`config.mk`:
```
export PLATFORM = sky130hd
export DESIGN_NAME = regfile_mrp_flat
export DESIGN_NICKNAME = d
export VERILOG_FILES = /design/src/rtl/regfile_mrp_pkg.sv /design/src/rtl/regfile_mrp_if.sv /design/src/rtl/regfile_mrp_addr_decoder.sv /design/src/rtl/regfile_mrp.sv /design/src/flat_wrapper.sv
export SDC_FILE = /design/constraint.sdc
export NUM_CORES = 2
export LEC_CHECK = 0
export CAP_MARGIN = 20
export CORE_ASPECT_RATIO = 0.75
export CORE_UTILIZATION = 46
export DETAILED_ROUTE_END_ITERATION = 10
export SLEW_MARGIN = 30
export SYNTH_ARGS = -nofsm -noshare
export SYNTH_HDL_FRONTEND = slang
export SYNTH_SLANG_ARGS = --single-unit
```
`constraint.sdc`:
```
create_clock -name clk -period 5.4 [get_ports clk]
set_input_delay 0.54 -clock clk [delete_from_list [all_inputs] [get_ports clk]]
set_output_delay 0.54 -clock clk [all_outputs]
set_load 0.1 [all_outputs]
```
`src/rtl/regfile_mrp_pkg.sv`:
```
// Shared defaults and element types for the multi-read-port register file.
package regfile_pkg;

    localparam int DEF_DEPTH  = 32;
    localparam int DEF_WIDTH  = 32;
    localparam int DEF_NUM_RD = 2;
    localparam int DEF_AW     = $clog2(DEF_DEPTH);

    typedef logic [DEF_AW-1:0]    addr_t;
    typedef logic [DEF_WIDTH-1:0] data_t;

endpackage

```
`src/rtl/regfile_mrp_if.sv`:
```
// Write port from writeback plus packed read ports from decode, bundled for regfile_mrp.
interface regfile_mrp_if import regfile_pkg::*; #(
    parameter int DEPTH  = DEF_DEPTH,
    parameter int WIDTH  = DEF_WIDTH,
    parameter int NUM_RD = DEF_NUM_RD
) ();

    localparam int AW = $clog2(DEPTH);

    logic                    we;
    logic [AW-1:0]           waddr;
    logic [WIDTH-1:0]        wdata;
    logic [NUM_RD-1:0]       rd_en;
    logic [NUM_RD*AW-1:0]    rd_addr;
    logic [NUM_RD*WIDTH-1:0] rd_data;
    logic [NUM_RD-1:0]       rd_valid;

    modport master (
        output we, waddr, wdata, rd_en, rd_addr,
        input  rd_data, rd_valid
    );

    modport slave (
        input  we, waddr, wdata, rd_en, rd_addr,
        output rd_data, rd_valid
    );

endinterface

```
`src/rtl/regfile_mrp_addr_decoder.sv`:
```
// N-to-2^N one-hot decoder with enable, truncated to DEPTH outputs; out-of-range codes give all-zero.
module addr_decoder #(
    parameter int N     = 5,
    parameter int DEPTH = 32
) (
    input  logic             en,
    input  logic [N-1:0]     addr,
    output logic [DEPTH-1:0] sel
);

    always_comb begin
        sel = '0;
        for (int unsigned i = 0; i < DEPTH; i++) begin
            if (en && (addr == N'(i)))
                sel[i] = 1'b1;
        end
    end

endmodule

```
`src/rtl/regfile_mrp.sv`:
```
// DEPTH x WIDTH register file, one write port, NUM_RD registered read ports.
// Define REGFILE_MRP_BYPASS_EN to forward same-cycle write data onto colliding reads.
module regfile_mrp import regfile_pkg::*; #(
    parameter int DEPTH    = DEF_DEPTH,
    parameter int WIDTH    = DEF_WIDTH,
    parameter int NUM_RD   = DEF_NUM_RD,
    parameter bit ZERO_REG = 1'b1
) (
    input  logic          clk,
    input  logic          rst_n,
    regfile_mrp_if.slave  bus
);

    localparam int AW = $clog2(DEPTH);

    logic [DEPTH-1:0] wsel_raw;
    logic [DEPTH-1:0] wsel;
    logic [WIDTH-1:0] mem   [DEPTH];
    logic [WIDTH-1:0] rnext [NUM_RD];

    addr_decoder #(
        .N     (AW),
        .DEPTH (DEPTH)
    ) u_wdec (
        .en   (bus.we),
        .addr (bus.waddr),
        .sel  (wsel_raw)
    );

    // Masking the decoder output keeps the bypass qualifier identical to the real write.
    always_comb begin
        wsel = wsel_raw;
        if (ZERO_REG)
            wsel[0] = 1'b0;
    end

    always_ff @(posedge clk or negedge rst_n) begin
        if (!rst_n) begin
            for (int unsigned i = 0; i < DEPTH; i++)
                mem[i] <= '0;
        end else begin
            for (int unsigned i = 0; i < DEPTH; i++)
                if (wsel[i])
                    mem[i] <= bus.wdata;
        end
    end

    for (genvar p = 0; p < NUM_RD; p++) begin : g_rd
        logic [AW-1:0] ra;
        logic          ra_ok;

        assign ra    = bus.rd_addr[p*AW +: AW];
        assign ra_ok = (int'(ra) < DEPTH) && !(ZERO_REG && (ra == '0));

`ifdef REGFILE_MRP_BYPASS_EN
        assign rnext[p] = ((|wsel) && (bus.waddr == ra)) ? bus.wdata :
                          ra_ok                          ? mem[ra]   : '0;
`else
        assign rnext[p] = ra_ok ? mem[ra] : '0;
`endif
    end

    always_ff @(posedge clk or negedge rst_n) begin
        if (!rst_n) begin
            bus.rd_data  <= '0;
            bus.rd_valid <= '0;
        end else begin
            for (int unsigned p = 0; p < NUM_RD; p++) begin
                bus.rd_valid[p] <= bus.rd_en[p];
                if (bus.rd_en[p])
                    bus.rd_data[p*WIDTH +: WIDTH] <= rnext[p];
            end
        end
    end

endmodule
```
`src/flat_wrapper.sv`:
```
// flat-port wrapper written by rule: the top's interface ports become plain ports
module regfile_mrp_flat import regfile_pkg::*;
#(
    parameter int DEPTH    = DEF_DEPTH,
    parameter int WIDTH    = DEF_WIDTH,
    parameter int NUM_RD   = DEF_NUM_RD,
    parameter bit ZERO_REG = 1'b1
)
  (clk, rst_n, bus_we, bus_waddr, bus_wdata, bus_rd_en, bus_rd_addr, bus_rd_data, bus_rd_valid);
  regfile_mrp_if #(.DEPTH(DEPTH), .WIDTH(WIDTH), .NUM_RD(NUM_RD)) bus_i ();
  input  logic clk;
  input  logic rst_n;
  input wire logic [$bits(bus_i.we)-1:0] bus_we;
  input wire logic [$bits(bus_i.waddr)-1:0] bus_waddr;
  input wire logic [$bits(bus_i.wdata)-1:0] bus_wdata;
  input wire logic [$bits(bus_i.rd_en)-1:0] bus_rd_en;
  input wire logic [$bits(bus_i.rd_addr)-1:0] bus_rd_addr;
  output wire logic [$bits(bus_i.rd_data)-1:0] bus_rd_data;
  output wire logic [$bits(bus_i.rd_valid)-1:0] bus_rd_valid;
  assign bus_i.we = bus_we;
  assign bus_i.waddr = bus_waddr;
  assign bus_i.wdata = bus_wdata;
  assign bus_i.rd_en = bus_rd_en;
  assign bus_i.rd_addr = bus_rd_addr;
  assign bus_rd_data = bus_i.rd_data;
  assign bus_rd_valid = bus_i.rd_valid;
  regfile_mrp #(.DEPTH(DEPTH), .WIDTH(WIDTH), .NUM_RD(NUM_RD), .ZERO_REG(ZERO_REG)) u_core (.clk(clk), .rst_n(rst_n), .bus(bus_i));
endmodule
```
**Yosys cells after proc, flatten, opt, wreduce, memory -nomap -nowiden**

Index checks and enable logic that the tools add are counted.

- $lt $le $gt $ge: 2
- Eq/ne operators: 31
- Mux-type cells: 39
- Bitwise gates (word level): 2
- Reduce and logical (&&, ||, !) cells: 33

Operator list:

| kind | number |
|---|---|
| 32-bit binary-select mux with 5-bit select | 2 |
| 32-bit 2-to-1 mux | 6 |
| 5-bit == test, second input constant | 16 |
| 5-bit by 4-bit == test with 1-bit output, second input constant | 8 |
| 1-bit logical AND | 31 |
| 1-bit 2-to-1 mux | 31 |
| 5-bit by 3-bit == test with 1-bit output, second input constant | 4 |
| 6-bit >= comparator, second input constant | 2 |
| 5-bit NOT with 6-bit output | 2 |
| 5-bit by 2-bit == test with 1-bit output, second input constant | 2 |
| 5-bit logical NOT | 2 |
| 5-bit by 1-bit == test with 1-bit output, second input constant | 1 |

- Register bits after elaboration: 1058
- Input port bits: 52
- Output and inout bits: 66
- Word-level logic and storage cells: 141

**Depth between registers and ports, before layout**

- Word-level depth: 5
- Depth in mapped cells: 9
- Gate-level depth less buffers: 5

**Cells and area by module**

From an unflattened synthesis, not the netlist that was laid out.

- Cell total of the unflattened synthesis: 3751
- Area total of the unflattened synthesis: 55630.9 um^2

By module, submodules not included:

| module | instances | cells each | area an instance (um^2) | seq. area each (um^2) |
|---|---|---|---|---|
| regfile_mrp | 1 | 3704 | 55396.9 | 26475.4 |
| addr_decoder | 1 | 47 | 234.0 | 0.0 |

**Worst setup path before layout**

No wires, ideal clock.

- Path type: input-to-reg
- Start: in bus_rd_addr[0]
- End: reg u_core.bus.rd_data[1]
- Library setup time: 131 ps
- Arrival time: 2307 ps
- Data required time: 5269 ps
- Path slack: 2962 ps
- Stages: 9
- Buffers on the path: 4
- Cell sequence: buf_2 buf_4 buf_2 buf_2 mux2_2 a221oi_1 nor3_1 o21ai_1 o21ai_1

- Word-level cells in the longest chain between the ends: 5
- Elaborated cells on any way between the ends: 6
- Classes of those cells: 4 x mux; 1 x bitwise; 1 x reduce/logical

RTL lines:

| item | line | source |
|---|---|---|
| start, declared | flat_wrapper.sv:17 | `input wire logic [$bits(bus_i.rd_addr)-1:0] bus_rd_addr;` |
| 5-bit NOT with 6-bit output (implied by the code) | regfile_mrp.sv:59 | `assign rnext[p] = ra_ok ? mem[ra] : '0;` |
| 32-bit binary-select mux with 5-bit select | regfile_mrp.sv:59 |  |
| 32-bit 2-to-1 mux (implied by the code) (2 in series) | regfile_mrp.sv:59 |  |
| 32-bit 2-to-1 mux (*) | regfile_mrp.sv:59 |  |
| end signal, assigned by index | regfile_mrp.sv:71 | `bus.rd_data[p*WIDTH +: WIDTH] <= rnext[p];` |
| end, declared | regfile_mrp_if.sv:25 | `output rd_data, rd_valid` |

Mark *: on every way between the ends. The rest lies on a longest branch, timed or not. The select of a mux whose other input is x is not followed.
A chain may end at the register's enable or synchronous reset.

**Worst setup path after layout**

- Start: reg u_core.bus.rd_data[63]
- End: out bus_rd_data[63]

RTL lines:

| item | line | source |
|---|---|---|
| end, declared | flat_wrapper.sv:18 | `output wire logic [$bits(bus_i.rd_data)-1:0] bus_rd_data;` |

No word-level cell between the ends.

==> flow_summary.ini <==
[setup_path]
crit_family = buffers and inverters
cp_data_arrival_time_ns = 2.53
cp_slowest_stage_delay_ns = 1.21
worstPathRequired_ns = 4.86
worstSetupPathType = reg -> out
path_buf_inv = 1
reg2reg_to = u_core.bus.rd_data[20]
crit_fanout = 2
r2r_slack_ns = 3.48
cp-start-kind = flip-flop
crit_chain = clkdlybuf4s50_1
slowest_stage = clkdlybuf4s50_1
end_kind = output port
ff2ff_path_depth = 4
r2r_start = u_core.mem[596]

[die]
die_area_mm2 = 0.121
start_util_pct = 46.5
io_pins = 118
die_w_um = 401
coreArea_mm2 = 0.118
row_count = 109
die_h_um = 301

[yosys]
ys_seq_elements = 1058
ys_warn_count = 0
synth_cells = 3594
synthFlopType = dfrtp_1
synth.largest_area_cell = dfrtp_1
yosysUniqueCellTypes = 44
syn_area_per_cell_um2 = 15.3
synth_top_cell_area_share_pct = 48.2
ys_seq_area_share_pct = 48.2
yosys-top-cells-area = dfrtp_1 48%, mux2_2 21%, mux4_2 19%
synthesis.nets = 3646
synthArstFlopShare_pct = 100
synth_edf_count = 0
synthesis.area_mm2 = 0.0549

[finish]
drive_gt1_share_pct = 50.8
multiInputGateArea_mm2 = 0.0269
layout_common_cells = 1058 x dfrtp_1, 1022 x mux2_2, 457 x mux4_2
area.sequential_mm2 = 0.0265
area_delta_synth_final_pct = 11.1
fill_cells = 9571
fin_area_mm2 = 0.0611
nNetsFinal = 3569
layout_commonest_cell = dfrtp_1
stdcell_count = 5154
postLayoutCoreUtil_pct = 51.7

[drt]
met2_length_mm = 82.2
first_iter_violations = 3721
met3_length_mm = 13.8
wl_per_cell_um = 35.0
met1_length_mm = 76.9
routed_wl_mm = 180
dr.pass1.iters = 7
highest_layer = met5
vias = 35400
postRouteAntennaNets = 0
remaining_drc_errors = 0
avgViaCountPerCell = 6.87

[clock_network]
htree_levels = 3
cts_root_buf = clkbuf_16
cts_sinks = 1058
cts_buffers = 109
clkSlewWorstSetupHoldPaths_ns = 0.06
post_cts_resize_count = 0
cts_tree = yes
clockBufferDepth = 3
clk_latency_ns = 0.73

[global_route]
gr-total-overflow = 0
grt_pass1_vias = 37100
grt_pass1_wl_mm = 264
grt_max_degree = 167
antenna_found_initial = 6
track_usage_pct = 30.0

[sta]
rsz0062_at_grt = no
maxSlewHeadroom_pct = 30.0
setup_slack_ns = 2.33
fin_setup_tns_ns = 0
fin_crit_sh_pct = 56.8
fmax_ghz = 0.326
worst_pin_slew_ns = 1.05
hold_viol_final = 0
maxSlewViolCount = 0
period_minus_slack_ns = 3.07
fin_worst_skew_ns = 0.0283
setup_viol = 0

[worst_hold_path]
hold_path_depth = 2
hp-class = in -> reg
holdPathEnd = u_core.mem[498]
worstHoldStart = bus_wdata[18]

[place]
dp_cells = 4958
dpl.hpwl_mm = 101
dp_slack_ns = 1.69
io_buffers = 117
place_area_mm2 = 0.0576
place.gp.congestion = 0.821

[job]
maxCapViolCount = 0

[power]
peakVddDrop_uv = 298
powerDensity_mw_per_mm2 = 385
power.leakage_nw = 26.0

[run_status]
status = finished, final reports clean
==> Yosys cell counts (10+ instances only) <==
| library cell | count |
|---|---|
| a221oi_1 | 54 |
| mux2_2 | 1022 |
| mux4_2 | 457 |
| buf_1 | 65 |
| a31oi_1 | 22 |
| buf_2 | 71 |
| a211oi_1 | 35 |
| a21oi_1 | 35 |
| dfrtp_1 | 1058 |
| o21ai_1 | 10 |
| inv_1 | 31 |
| mux2_1 | 43 |
| o211ai_1 | 30 |
| o221ai_1 | 21 |
| nand2_1 | 18 |
| clkbuf_1 | 243 |
| nand2b_1 | 12 |
| nor2b_1 | 48 |
| buf_4 | 12 |
| o22ai_1 | 34 |
| nor3_1 | 32 |
| nor2_1 | 31 |
| mux2i_1 | 100 |
| a221o_1 | 66 |
==> what timing repair did <==
action | CTS | global route
hold buffers | 1 | 0
buffers inserted | 0 | 0
hold endpoints to repair | 82 | 0
setup endpoints to repair | 0 | 0
==> state kept, by name (all words and copies together), names as in the netlist <==
name                 cells
u_core.mem             992
u_core.bus.rd_valid      2
u_core.bus.rd_data      64
==> logic make-up after synthesis <==
group	Yosys count	synth area share [%]
AO/OA/AOI/OAI	323	4.58
buffers and inverters	430	3.30
flip-flops	1058	48.2
multiplexers	1622	42.4
AND/OR/NAND/NOR	161	1.56
==> per-stage QoR <==
stage / total power, W / hold WS, ns
6_report: 0.0235 / 0.440
3_3_place_gp: 0.0155 / 0.482
3_5_place_dp: 0.0159 / 0.494
5_1_grt: 0.0244 / 0.439
4_1_cts: 0.0236 / 0.424
2_1_floorplan: 0.0143 / 0.244
==> cell type report <==
type                    count  area share [%]
repair buffers            211            3.36
inverters                  31           0.191
flip-flops and latches   1058            43.4
clock buffers             160            5.26
diodes                      1         0.00410
clock inverters            33           0.605
multi-input cells        2106            44.0
well taps                1554            3.18
==> worst max-delay path by stage <==
| stage | end | cells after the start | slack (ns) | start |
|---|---|---|---|---|
| floorplan | u_core.bus.rd_data[1] | 9 | 2.96 | bus_rd_addr[0] |
| global placement | u_core.mem[583] | 6 | 1.67 | bus_waddr[4] |
| detailed placement | u_core.mem[581] | 6 | 1.69 | bus_waddr[4] |
| CTS | bus_rd_data[63] | 1 | 2.31 | u_core.bus.rd_data[63] |
| global route | bus_rd_data[63] | 1 | 2.31 | u_core.bus.rd_data[63] |
| finish | bus_rd_data[63] | 1 | 2.33 | u_core.bus.rd_data[63] |
==> layer usage <==
| metal | up-vias | GRT usage [%] |
|---|---|---|
| li1 | 13900 | - |
| met1 | 19600 | 42.5 |
| met2 | 1503 | 45.8 |
| met3 | 365 | 6.20 |
| met4 | 4 | 11.1 |
| met5 | - | 0 |
==> power by group <==
group | leakage (nW) | internal (W) | switching [W]
combinational | 10.7 | 0.00279 | 0.00238
sequential | 13.5 | 0.00946 | 0.00117
clock | 1.76 | 0.00438 | 0.00332
Power figures use the tool's default switching activity.
